<file path="config.mk">
export PLATFORM = sky130hd
export DESIGN_NAME = access_count_sched_flat
export DESIGN_NICKNAME = d
export VERILOG_FILES = /design/src/rtl/access_count_if.sv /design/src/rtl/access_count_sched.sv /design/src/flat_wrapper.sv
export SDC_FILE = /design/constraint.sdc
export NUM_CORES = 1
export LEC_CHECK = 0
export CAP_MARGIN = 5
export CELL_PAD_IN_SITES_DETAIL_PLACEMENT = 0
export CELL_PAD_IN_SITES_GLOBAL_PLACEMENT = 1
export CORE_MARGIN = 2
export CORE_UTILIZATION = 45
export CTS_BUF_LIST = sky130_fd_sc_hd__clkbuf_4 sky130_fd_sc_hd__clkbuf_8
export CTS_CLUSTER_DIAMETER = 30
export DETAILED_ROUTE_END_ITERATION = 10
export GPL_TIMING_DRIVEN = 1
export PLACE_DENSITY = 0.85
export RECOVER_POWER = 100
export SLEW_MARGIN = 20
export SYNTH_ARGS = -nofsm -noshare
export SYNTH_HDL_FRONTEND = slang
export SYNTH_SLANG_ARGS = --single-unit
</file>
<file path="constraint.sdc">
create_clock -name clk -period 4.2 [get_ports clk]
set_input_delay 0.42 -clock clk [delete_from_list [all_inputs] [get_ports clk]]
set_output_delay 0.42 -clock clk [all_outputs]
set_load 0.1 [all_outputs]
</file>
<file path="src/rtl/access_count_if.sv">
// Bundle for access_count_sched: event inputs, scheduler enable, the read and
// clear request/ack pairs and the sticky status outputs.
//   master: the event source / register block driving requests
//   slave:  the counter block (access_count_sched)
interface access_count_if #(
    parameter int unsigned NUM_CH = 4,
    parameter int unsigned WIDTH  = 10,
    parameter int unsigned CH_W   = 2
);
    logic              en;
    logic [NUM_CH-1:0] ev;
    logic              clr_req;
    logic              clr_all;
    logic [CH_W-1:0]   clr_ch;
    logic              clr_ack;
    logic              rd_req;
    logic [CH_W-1:0]   rd_ch;
    logic              rd_ack;
    logic [WIDTH-1:0]  rd_data;
    logic              busy;
    logic [NUM_CH-1:0] ovf;
    logic [NUM_CH-1:0] drop;

    modport master (
        output en, ev, clr_req, clr_all, clr_ch, rd_req, rd_ch,
        input  clr_ack, rd_ack, rd_data, busy, ovf, drop
    );

    modport slave (
        input  en, ev, clr_req, clr_all, clr_ch, rd_req, rd_ch,
        output clr_ack, rd_ack, rd_data, busy, ovf, drop
    );
endinterface

</file>
<file path="src/rtl/access_count_sched.sv">
// Per-channel access counters sharing a single increment path.
// Each channel buffers event pulses in a small pending counter; a round-robin
// scheduler commits at most one increment per cycle to the counter bank.
// Ports:
//   clk, nrst     clock, asynchronous active-low reset
//   bus (slave)   en, ev[NUM_CH], clear request/ack, read request/ack/data,
//                 busy, sticky ovf[NUM_CH] and drop[NUM_CH]
module access_count_sched #(
    parameter int unsigned NUM_CH = 4,
    parameter int unsigned WIDTH  = 10,
    parameter int unsigned PEND_W = 3,
    parameter int unsigned CH_W   = 2
) (
    input logic           clk,
    input logic           nrst,
    access_count_if.slave bus
);
    logic [WIDTH-1:0]  count_q [NUM_CH];
    logic [WIDTH-1:0]  count_d [NUM_CH];
    logic [PEND_W-1:0] pend_q  [NUM_CH];
    logic [PEND_W-1:0] pend_d  [NUM_CH];
    logic [NUM_CH-1:0] ovf_q, ovf_d, drop_q, drop_d;
    logic [CH_W-1:0]   ptr_q, ptr_d;
    logic [WIDTH-1:0]  rd_data_q, rd_data_d;
    logic              rd_ack_q, rd_ack_d;
    logic              clr_ack_q, clr_ack_d;
    logic              busy_q, busy_d;

    logic [NUM_CH-1:0] cand;
    logic [NUM_CH-1:0] clr_mask;
    logic              gnt_vld;
    logic [CH_W-1:0]   gnt_ch;
    logic [CH_W-1:0]   idx;
    logic [WIDTH-1:0]  rd_sel;

    // Grant is decided from registered pending state only, so an event is
    // counted no earlier than the cycle after it was buffered.
    always_comb begin
        gnt_vld = 1'b0;
        gnt_ch  = '0;
        idx     = '0;
        for (int i = 0; i < int'(NUM_CH); i++) begin
            cand[i] = (pend_q[i] != '0);
        end
        for (int k = 1; k <= int'(NUM_CH); k++) begin
            idx = CH_W'((int'(ptr_q) + k) % int'(NUM_CH));
            if (bus.en && !gnt_vld && cand[idx]) begin
                gnt_vld = 1'b1;
                gnt_ch  = idx;
            end
        end
    end

    always_comb begin
        clr_mask = '0;
        if (bus.clr_req) begin
            if (bus.clr_all) begin
                clr_mask = '1;
            end else begin
                for (int i = 0; i < int'(NUM_CH); i++) begin
                    clr_mask[i] = (CH_W'(i) == bus.clr_ch);
                end
            end
        end
    end

    always_comb begin
        rd_sel = '0;
        for (int i = 0; i < int'(NUM_CH); i++) begin
            if (CH_W'(i) == bus.rd_ch) rd_sel = count_q[i];
        end
    end

    always_comb begin
        ovf_d  = ovf_q;
        drop_d = drop_q;
        busy_d = 1'b0;
        for (int i = 0; i < int'(NUM_CH); i++) begin
            count_d[i] = count_q[i];
            pend_d[i]  = pend_q[i];
            if (clr_mask[i]) begin
                // Clear beats a coincident grant; a coincident event survives.
                count_d[i] = '0;
                ovf_d[i]   = 1'b0;
                drop_d[i]  = 1'b0;
                pend_d[i]  = bus.ev[i] ? PEND_W'(1) : '0;
            end else begin
                if (bus.ev[i] && !(gnt_vld && gnt_ch == CH_W'(i))) begin
                    if (pend_q[i] == '1) drop_d[i] = 1'b1;
                    else                 pend_d[i] = pend_q[i] + PEND_W'(1);
                end else if (!bus.ev[i] && gnt_vld && gnt_ch == CH_W'(i)) begin
                    pend_d[i] = pend_q[i] - PEND_W'(1);
                end
                if (gnt_vld && gnt_ch == CH_W'(i)) begin
                    count_d[i] = count_q[i] + WIDTH'(1);
                    if (count_q[i] == '1) ovf_d[i] = 1'b1;
                end
            end
            busy_d = busy_d | (pend_d[i] != '0);
        end
        // A grant cancelled by a clear does not move the pointer.
        ptr_d     = (gnt_vld && !clr_mask[gnt_ch]) ? gnt_ch : ptr_q;
        rd_data_d = bus.rd_req ? rd_sel : rd_data_q;
        rd_ack_d  = bus.rd_req;
        clr_ack_d = bus.clr_req;
    end

    always_ff @(posedge clk or negedge nrst) begin
        if (!nrst) begin
            for (int i = 0; i < int'(NUM_CH); i++) begin
                count_q[i] <= '0;
                pend_q[i]  <= '0;
            end
            ovf_q     <= '0;
            drop_q    <= '0;
            ptr_q     <= '0;
            rd_data_q <= '0;
            rd_ack_q  <= 1'b0;
            clr_ack_q <= 1'b0;
            busy_q    <= 1'b0;
        end else begin
            for (int i = 0; i < int'(NUM_CH); i++) begin
                count_q[i] <= count_d[i];
                pend_q[i]  <= pend_d[i];
            end
            ovf_q     <= ovf_d;
            drop_q    <= drop_d;
            ptr_q     <= ptr_d;
            rd_data_q <= rd_data_d;
            rd_ack_q  <= rd_ack_d;
            clr_ack_q <= clr_ack_d;
            busy_q    <= busy_d;
        end
    end

    assign bus.rd_data = rd_data_q;
    assign bus.rd_ack  = rd_ack_q;
    assign bus.clr_ack = clr_ack_q;
    assign bus.busy    = busy_q;
    assign bus.ovf     = ovf_q;
    assign bus.drop    = drop_q;
endmodule

</file>
<file path="src/flat_wrapper.sv">
// flat-port wrapper written by rule: the top's interface ports become plain ports
module access_count_sched_flat 
#(
    parameter int unsigned NUM_CH = 4,
    parameter int unsigned WIDTH  = 10,
    parameter int unsigned PEND_W = 3,
    parameter int unsigned CH_W   = 2
)
  (clk, nrst, bus_en, bus_ev, bus_clr_req, bus_clr_all, bus_clr_ch, bus_rd_req, bus_rd_ch, bus_clr_ack, bus_rd_ack, bus_rd_data, bus_busy, bus_ovf, bus_drop);
  access_count_if #(.NUM_CH(NUM_CH), .WIDTH(WIDTH), .CH_W(CH_W)) bus_i ();
  input logic clk;
  input logic nrst;
  input wire logic [$bits(bus_i.en)-1:0] bus_en;
  input wire logic [$bits(bus_i.ev)-1:0] bus_ev;
  input wire logic [$bits(bus_i.clr_req)-1:0] bus_clr_req;
  input wire logic [$bits(bus_i.clr_all)-1:0] bus_clr_all;
  input wire logic [$bits(bus_i.clr_ch)-1:0] bus_clr_ch;
  input wire logic [$bits(bus_i.rd_req)-1:0] bus_rd_req;
  input wire logic [$bits(bus_i.rd_ch)-1:0] bus_rd_ch;
  output wire logic [$bits(bus_i.clr_ack)-1:0] bus_clr_ack;
  output wire logic [$bits(bus_i.rd_ack)-1:0] bus_rd_ack;
  output wire logic [$bits(bus_i.rd_data)-1:0] bus_rd_data;
  output wire logic [$bits(bus_i.busy)-1:0] bus_busy;
  output wire logic [$bits(bus_i.ovf)-1:0] bus_ovf;
  output wire logic [$bits(bus_i.drop)-1:0] bus_drop;
  assign bus_i.en = bus_en;
  assign bus_i.ev = bus_ev;
  assign bus_i.clr_req = bus_clr_req;
  assign bus_i.clr_all = bus_clr_all;
  assign bus_i.clr_ch = bus_clr_ch;
  assign bus_i.rd_req = bus_rd_req;
  assign bus_i.rd_ch = bus_rd_ch;
  assign bus_clr_ack = bus_i.clr_ack;
  assign bus_rd_ack = bus_i.rd_ack;
  assign bus_rd_data = bus_i.rd_data;
  assign bus_busy = bus_i.busy;
  assign bus_ovf = bus_i.ovf;
  assign bus_drop = bus_i.drop;
  access_count_sched #(.NUM_CH(NUM_CH), .WIDTH(WIDTH), .PEND_W(PEND_W), .CH_W(CH_W)) u_core (.clk(clk), .nrst(nrst), .bus(bus_i));
endmodule
</file>
Yosys cells after proc, flatten, opt, wreduce, memory -nomap -nowiden --
Cells that the tools add are included.
Word-level totals: logic and storage cells 209, output and inout port bits 21, register bits 75, input bits 14
Cells by class: multiplexer cells 76, bitwise operators 3, reductions and logical operators 71, order comparisons 5, $add $sub $neg 16, equal/unequal tests 17
Operator list (count):
- 10-bit 2-to-1 mux | 12
- 3-bit 2-to-1 mux | 16
- 10-bit by 1-bit adder with 10-bit output, second input constant | 4
- 10-bit == test, second input constant | 4
- 1-bit 2-to-1 mux | 37
- 2-bit nonzero test | 16
- 1-bit logical AND | 24
- 3-bit nonzero test | 8
- 2-bit AND reduction | 8
- 2-bit by 3-bit < comparator with 1-bit output, second input constant | 5
- 3-bit by 1-bit adder with 3-bit output, second input constant | 4
- 3-bit == test, second input constant | 4
- 1-bit logical NOT | 12
- 3-bit by 1-bit subtractor with 3-bit output, second input constant | 4
- 1-bit binary-select mux with 2-bit select | 5
- 2-bit == test, first input constant | 4
- 2-bit 2-to-1 mux | 4
- 4-bit 2-to-1 mux | 2
- 2-bit logical NOT | 3
- 2-bit by 1-bit adder with 2-bit output, second input constant | 2
- 2-bit adder, second input constant | 2
- 1-bit by 2-bit == test with 1-bit output, first input constant | 2
- 2-bit == test, second input constant | 2
- 1-bit OR | 3
- 2-bit by 1-bit == test with 1-bit output, second input constant | 1

Longest topological paths before layout --
Gate-level depths: netlist (run 1).
depth in word-level cells 27, depth in mapped cells 13, gate-level depth less buffers 11

Worst setup path before layout (run 1) --
No wires, ideal clock.
kind register to register, start reg u_core.pend_q[9] (netlist name), end reg u_core.busy_q, in the netlist u_core.bus.busy, buffers on the path 1, required time 4.063 ns, library setup time 0.137 ns, path slack 1.342 ns, arrival 2.721 ns, stages on the path, launching flop included 13, period minus slack after synthesis 2.858 ns, path through dfrtp_1 inv_1 ha_1 nor2b_4 o31ai_4 o21bai_4 or3_1 buf_4 nor3_4 mux2i_1 nand3_1 nor4_2 nand4_1
RTL lines:
- start: declaration | line access_count_sched.sv:20 | logic [PEND_W-1:0] pend_q [NUM_CH];
- start signal: indexed assignment | line access_count_sched.sv:124 | pend_q[i] <= pend_d[i];
- end signal: assignment | line access_count_sched.sv:132 | busy_q <= busy_d;
- end: declaration | line access_count_sched.sv:27 | logic busy_q, busy_d;

==> results.sh, run 1 <==
export IMPL_status="finished with violations"
export IMPL_leakage_nw=2.30
export IMPL_ir_worst_vdd_mv=0.242
export IMPL_row_count=37
export IMPL_fin_crit_ps=3610
export IMPL_synthDistinctLibCells=66
export IMPL_wl_per_cell_um=17.0
export IMPL_ctsHoldBuffers=0
export IMPL_die_w_um=105
export IMPL_grt_remaining_overflow=0
export IMPL_ys_seq_area_share_pct=40.6
export IMPL_setup_viol_count_final=0
export IMPL_vias=3604
export IMPL_synthMuxAreaShare_pct=9.74
export IMPL_routed_wl_um=10700
export IMPL_dr_wl_met3_um=441
export IMPL_first_global_vias=3498
export IMPL_yosys_area_share_xor_xnor_pct=7.20
export IMPL_place_ws_ps=820
export IMPL_antenna_left=0
export IMPL_async_reset_ff_share_pct=100
export IMPL_ys_seq_elements=75
export IMPL_violations="max-capacitance violations, max-slew violations"
export IMPL_cts_sinks=75
export IMPL_p_per_area_mw_per_mm2=550
export IMPL_drive_gt1_share_pct=11.4
export IMPL_max_slew_margin_pct=-24.9
export IMPL_wl_met1_um=5330
export IMPL_power_mw=2.88
export IMPL_grt_max_degree=76
export IMPL_cts_resized=0
export IMPL_cp_start_kind="register"
export IMPL_drt_iter0_markers=255
export IMPL_tightestPinTransition_ps=1870
export IMPL_slowest_stage="a311oi_1"
export IMPL_clkLatencyLatePin_ps=350
export IMPL_nFillCells=919
export IMPL_setup_tns_ps=0
export IMPL_crit_type="register to register"
export IMPL_postLayoutSetupSlackWorst_ps=592
export IMPL_clk_pin_slew_ps=90
export IMPL_hpwl_um=7810
export IMPL_cts_root_buf="clkbuf_8"
export IMPL_yosys_area_share_simple_pct=22.7
export IMPL_cts_max_level=3
export IMPL_top_layer="met4"
export IMPL_grt_pass1_wl_um=18300
export IMPL_maxCapViolCount=1
export IMPL_reg2regPathDepth=12
export IMPL_drc=0
export IMPL_synth_fa_ha_area_share_pct=4.33
export IMPL_floorplan_initialDensity_pct=45.6
export IMPL_numPortBuffers=34
export IMPL_fin_nets=518
export IMPL_worstPathCellList="inv_1 > ha_1 > nand4bb_1 > and2_0 > o31ai_2 > nand4b_1 > a21oi_1 > clkbuf_1 > o21ai_0 > a311oi_1 > nor4_2 > nand4_1"
export IMPL_syn_inst=459
export IMPL_hold_violations=0
export IMPL_max_freq_ghz=0.277
export IMPL_regArea_mm2=0.00188
export IMPL_syn_area_per_cell_um2=10.1
export IMPL_syn_num_nets=489
export IMPL_cts_tree="yes"
export IMPL_viasPerCell=5.73
export IMPL_drv_slew=76
export IMPL_cts_inserted_buffers=9
export IMPL_ys_flop_type="dfrtp_1"
export IMPL_ys_warn_count=0
export IMPL_synth_compound_area_share_pct=12.6
export IMPL_syn2layout_area_growth_pct=13.1
export IMPL_post_cts_buffers=0
export IMPL_place_inst=613
export IMPL_antenna_found_initial=0
export IMPL_r2r_start="u_core.pend_q[0]$_DFF_PN0_"
export IMPL_cp_end_kind="register"
export IMPL_die_h_um=105
export IMPL_firstDrtPassIters=5
export IMPL_min_path_type="register to register"
export IMPL_die_area_mm2=0.0111
export IMPL_diodes=0
export IMPL_syn_area_mm2=0.00463
export IMPL_rrSetupSlack_ps=590
export IMPL_wl_met2_um=4830
export IMPL_stdcell_count=629
export IMPL_pin_count=35
export IMPL_rsz0062_at_grt="false"
export IMPL_core_mm2=0.0101
export IMPL_hold_ws_ps=492
export IMPL_clock_path_buffers=2
export IMPL_skew_ps=10.8
export IMPL_routabilityCongestion=0.858
export IMPL_worst_ep_required_time_ps=4480
export IMPL_crit_path_max_incr_delay_ps=520
export IMPL_track_usage_pct=20.8
export IMPL_reg2reg_to="u_core.bus.busy$_DFF_PN0_"
export IMPL_multi_input_area_mm2=0.00258
export IMPL_synth_top_family_by_area="simple AND/OR/NAND/NOR gates"
export IMPL_crit_end="u_core.bus.busy$_DFF_PN0_"
export IMPL_synth_edf_count=0
export IMPL_cp_data_arrival_time_ps=3880
export IMPL_path_max_fanout=12
export IMPL_crit_start="u_core.pend_q[0]$_DFF_PN0_"
export IMPL_post_route_period_util_pct=85.9
==> per-stage QoR <==
step                util [%]  instance area, um^2
finish                  51.6                 5230
global route            51.6                 5230
CTS                     52.0                 5280
detailed placement      50.0                 5070
global placement        50.0                 5070
floorplan                  -                 4630
==> final cells by class <==
cell class | count | share of cell area (%)
Multi-Input combinational cell | 352 | 49.2
Sequential cell | 75 | 35.9
Timing Repair Buffer | 36 | 6.63
Tap cell | 136 | 3.25
Clock buffer | 10 | 2.63
Clock inverter | 6 | 1.36
Inverter | 14 | 1.00
==> Yosys cell counts, types with 4 or more instances <==
cell type | n | share of area [%]
dfrtp_1 | 75 | 41
nor2_1 | 54 | 4.4
nand2_1 | 31 | 2.5
xor2_1 | 23 | 4.4
and3_1 | 18 | 2.4
nand3_1 | 18 | 1.9
ha_1 | 16 | 4.3
a31oi_1 | 15 | 2.0
xnor2_1 | 15 | 2.8
inv_1 | 14 | 1.1
nor3_1 | 14 | 1.5
mux2_2 | 12 | 2.9
a21oi_1 | 11 | 1.2
clkbuf_1 | 10 | 0.81
mux4_2 | 10 | 4.9
nand4_1 | 10 | 1.4
o21ai_0 | 10 | 1.1
and2_1 | 9 | 1.2
mux2i_1 | 9 | 1.9
nor2b_1 | 5 | 0.68
a211oi_1 | 4 | 0.65
a21o_1 | 4 | 0.65
o21a_1 | 4 | 0.65
or3_1 | 4 | 0.54
==> routing by layer <==
metal,GRT usage (%),vias up
met5,0,-
met2,31.2,84
met4,4.57,0
li1,-,1717
met1,32.3,1798
met3,2.41,5
==> cell usage in the layout, fill, tap and decap left out, types with 3 or more instances in the layout <==
| cell | Yosys | routed |
|---|---|---|
| a21o_1 | 4 | 4 |
| a21oi_1 | 11 | 11 |
| dlygate4sd3_1 | 0 | 24 |
| mux2_2 | 12 | 12 |
| a22o_1 | 3 | 3 |
| nand4_1 | 10 | 10 |
| nor2b_1 | 5 | 6 |
| and2_1 | 9 | 7 |
| or3_1 | 4 | 4 |
| a21boi_0 | 3 | 3 |
| nand2b_1 | 3 | 3 |
| nand2_1 | 31 | 31 |
| inv_1 | 14 | 14 |
| a211oi_1 | 4 | 4 |
| mux2i_1 | 9 | 9 |
| xnor2_1 | 15 | 15 |
| clkdlybuf4s50_1 | 0 | 9 |
| nor3_1 | 14 | 15 |
| clkbuf_8 | 0 | 10 |
| xor2_1 | 23 | 23 |
| nor4_1 | 3 | 3 |
| o21a_1 | 4 | 4 |
| o21ai_0 | 10 | 10 |
| and3_1 | 18 | 18 |
| a31oi_1 | 15 | 15 |
| ha_1 | 16 | 16 |
| nand3_1 | 18 | 18 |
| nor2_1 | 54 | 55 |
| dfrtp_1 | 75 | 75 |
| mux4_2 | 10 | 10 |
==> worst min-delay path by stage <==
stage,cells past startpoint,from,end,slack (ps)
5_1_grt,1,u_core.bus.rd_data[7]$_DFFE_PN0P_,u_core.bus.rd_data[7]$_DFFE_PN0P_,530
6_report,2,u_core.bus.ovf[0]$_DFFE_PN0P_,u_core.bus.ovf[0]$_DFFE_PN0P_,490
4_1_cts,1,nrst,u_core.count_q[28]$_DFFE_PN0P_,260
3_5_place_dp,2,u_core.bus.ovf[0]$_DFFE_PN0P_,u_core.bus.ovf[0]$_DFFE_PN0P_,490
3_3_place_gp,2,u_core.bus.ovf[0]$_DFFE_PN0P_,u_core.bus.ovf[0]$_DFFE_PN0P_,480
2_1_floorplan,0,nrst,u_core.bus.busy$_DFF_PN0_,120
==> flip-flops by register name, summed over array words and instances, names as in the netlist <==
signal	count
u_core.bus.drop	4
u_core.ptr_q	2
u_core.bus.clr_ack	1
u_core.bus.rd_ack	1
u_core.pend_q	12
u_core.bus.busy	1
u_core.bus.ovf	4
u_core.count_q	40
u_core.bus.rd_data	10
==> cells by family after synthesis <==
kind of cell,after synthesis
AND/OR/NAND/NOR,190
AO/OA/AOI/OAI,77
flip-flops,75
XOR/XNOR,38
buffers and inverters,32
multiplexers,31
adder cells (fa/ha/maj),16
==> where the power goes <==
part           leakage, nW  switching [mW]  total, mW  internal (mW)
Clock               0.0995           0.290      0.586          0.296
Combinational         1.20           0.823       1.31          0.487
Sequential            1.01           0.151      0.980          0.829
Total                 2.30            1.26       2.88           1.61
==> worst max-delay path, delay by kind of cell (launching register included) <==
family	cells	cell delay, ps
AOI/OAI and AO/OA	4	1200
and+or+nand+nor	5	1010
buffers and inverters	2	570
DFF	1	430
adders and majority gates	1	320
No activity file was read; power rests on OpenSTA's default activity.
==> run 2: changes to the inputs <==
==> constraint.sdc (replaced) <==
create_clock -name clk -period 4.4 [get_ports clk]
set_input_delay 0.44 -clock clk [delete_from_list [all_inputs] [get_ports clk]]
set_output_delay 0.44 -clock clk [all_outputs]
set_load 0.1 [all_outputs]
==> results.sh, run 2 (same netlist as run 1, synthesis figures left out) <==
export IMPL_status="completed"
export IMPL_p_seq_share_pct=34.8
export IMPL_post_route_period_util_pct=82.2
export IMPL_fin_nets=520
export IMPL_min_path_type="register to register"
export IMPL_worstPathCellList="inv_1 > ha_1 > nor2b_1 > mux2_2 > o32ai_1 > and4b_1 > nor3_4 > nor4_1 > or3_2 > nor4_1 > nand4_1"
export IMPL_worst_ep_required_time_ps=4630
export IMPL_dr_wl_met3_um=485
export IMPL_rsz0062_at_grt="false"
export IMPL_slowest_stage="nor3_4"
export IMPL_antenna_left=0
export IMPL_routed_wl_um=10800
export IMPL_rrSetupSlack_ps=780
export IMPL_track_usage_pct=20.5
export IMPL_hold_violations=0
export IMPL_cp_start_kind="register"
export IMPL_pin_count=35
export IMPL_drt_iter0_markers=253
export IMPL_routabilityCongestion=0.868
export IMPL_cts_root_buf="clkbuf_8"
export IMPL_nFillCells=920
export IMPL_first_global_vias=3460
export IMPL_firstDrtPassIters=4
export IMPL_diodes=0
export IMPL_grt_remaining_overflow=0
export IMPL_stdcell_count=631
export IMPL_postLayoutSetupSlackWorst_ps=785
export IMPL_pwr_share_clk_pct=19.2
export IMPL_place_ws_ps=1000
export IMPL_clk_pin_slew_ps=90
export IMPL_setup_viol_count_final=0
export IMPL_clkLatencyLatePin_ps=370
export IMPL_floorplan_initialDensity_pct=45.6
export IMPL_crit_path_max_incr_delay_ps=510
export IMPL_comb_power_share_pct=46.1
export IMPL_die_w_um=105
export IMPL_mostFrequentLayoutCells="75 x dfrtp_1, 55 x nor2_1, 31 x nand2_1, 25 x dlygate4sd3_1, 23 x xor2_1"
export IMPL_grt_pass1_wl_um=18000
export IMPL_wl_per_cell_um=17.1
export IMPL_power_internal_mw=1.46
export IMPL_cp_end_kind="register"
export IMPL_wl_met2_um=4710
export IMPL_max_freq_ghz=0.277
export IMPL_viasPerCell=5.73
export IMPL_antenna_found_initial=0
export IMPL_setup_tns_ps=0
export IMPL_max_slew_margin_pct=4.50
export IMPL_hold_ws_ps=493
export IMPL_cp_common_cell="nor4_1"
export IMPL_p_per_area_mw_per_mm2=518
export IMPL_cts_max_level=3
export IMPL_syn2layout_area_growth_pct=12.7
export IMPL_ir_worst_vdd_mv=0.236
export IMPL_grt_max_degree=76
export IMPL_drv_slew=0
export IMPL_die_h_um=105
export IMPL_power_mw=2.70
export IMPL_cts_sinks=75
export IMPL_path_max_fanout=13
export IMPL_crit_type="register to register"
export IMPL_cp_data_arrival_time_ps=3850
export IMPL_maxCapViolCount=0
export IMPL_fin_crit_ps=3620
export IMPL_multi_input_area_mm2=0.00257
export IMPL_vias=3616
export IMPL_core_mm2=0.0101
export IMPL_skew_ps=17.6
export IMPL_cts_inserted_buffers=9
export IMPL_drc=0
export IMPL_p_sw_share_pct=45.9
export IMPL_regMostFlops="u_core.count_q"
export IMPL_netSwitchingPower_mw=1.24
export IMPL_hpwl_um=7780
export IMPL_drive_gt1_share_pct=11.1
export IMPL_numPortBuffers=34
export IMPL_leakage_nw=2.30
export IMPL_top_layer="met4"
export IMPL_cts_tree="yes"
export IMPL_wl_met1_um=5420
export IMPL_largest_register_ffs=40
export IMPL_row_count=37
export IMPL_clock_path_buffers=2
export IMPL_tightestPinTransition_ps=1430
export IMPL_regArea_mm2=0.00188
export IMPL_place_inst=613
export IMPL_die_area_mm2=0.0111
export IMPL_layout_commonest_cell="dfrtp_1"
run 2: worst max-delay path: cells and delay by family, from the launching register on:
family	cells	cell delay [ps]
AOI/OAI and AO/OA	1	400
buffers and inverters	1	110
muxes	1	290
DFF	1	420
and+or+nand+nor	7	2010
adders and majority gates	1	250
run 2: what timing repair did:
action / CTS / global route
setup buffers: 0 / 0
hold buffers: 0 / 1
gates resized for setup: 0 / 0
hold endpoints to repair: 0 / 1
run 2: power by group through the flow:
stage	logic [mW]	clock network [mW]	registers (mW)
3_5_place_dp	1.29	0	0.950
5_1_grt	1.36	0.553	0.956
3_3_place_gp	1.27	0	0.944
4_1_cts	1.30	0.526	0.937
2_1_floorplan	0.933	0	1.01
6_report	1.25	0.518	0.940
run 2: area by class of cell:
cell class              instances  area share [%]
well taps                     136            3.26
flip-flops and latches         75            36.0
repair buffers                 38            6.98
clock buffers                   9            2.38
clock inverters                 7            1.10
multi-input cells             352            49.3
inverters                      14            1.01
run 2: path summary, 6_finish.rpt:
check / cells after the start / end / startpoint
setup / recovery: 11 / u_core.bus.busy$_DFF_PN0_ / u_core.pend_q[3]$_DFF_PN0_
hold reg to reg: 2 / u_core.bus.drop[0]$_DFFE_PN0P_ / u_core.bus.drop[0]$_DFFE_PN0P_
setup reg to reg: 11 / u_core.bus.busy$_DFF_PN0_ / u_core.pend_q[3]$_DFF_PN0_
min in group asynchronous: 2 / u_core.count_q[38]$_DFFE_PN0P_ / nrst
max in group asynchronous: 3 / u_core.bus.drop[3]$_DFFE_PN0P_ / nrst
hold / removal: 2 / u_core.bus.drop[0]$_DFFE_PN0P_ / u_core.bus.drop[0]$_DFFE_PN0P_
run 2: through the flow:
step / utilization (%) / cell area, um^2
global route: 51.4 / 5220
finish: 51.4 / 5220
CTS: 51.8 / 5250
detailed placement: 50.0 / 5070
floorplan: - / 4630
global placement: 50.0 / 5070
run 2: metal layers:
metal | global-route usage [%] | up-vias
li1 | - | 1729
met1 | 31.7 | 1771
met2 | 29.6 | 97
met3 | 2.66 | 19
met4 | 6.86 | 0
met5 | 0 | -
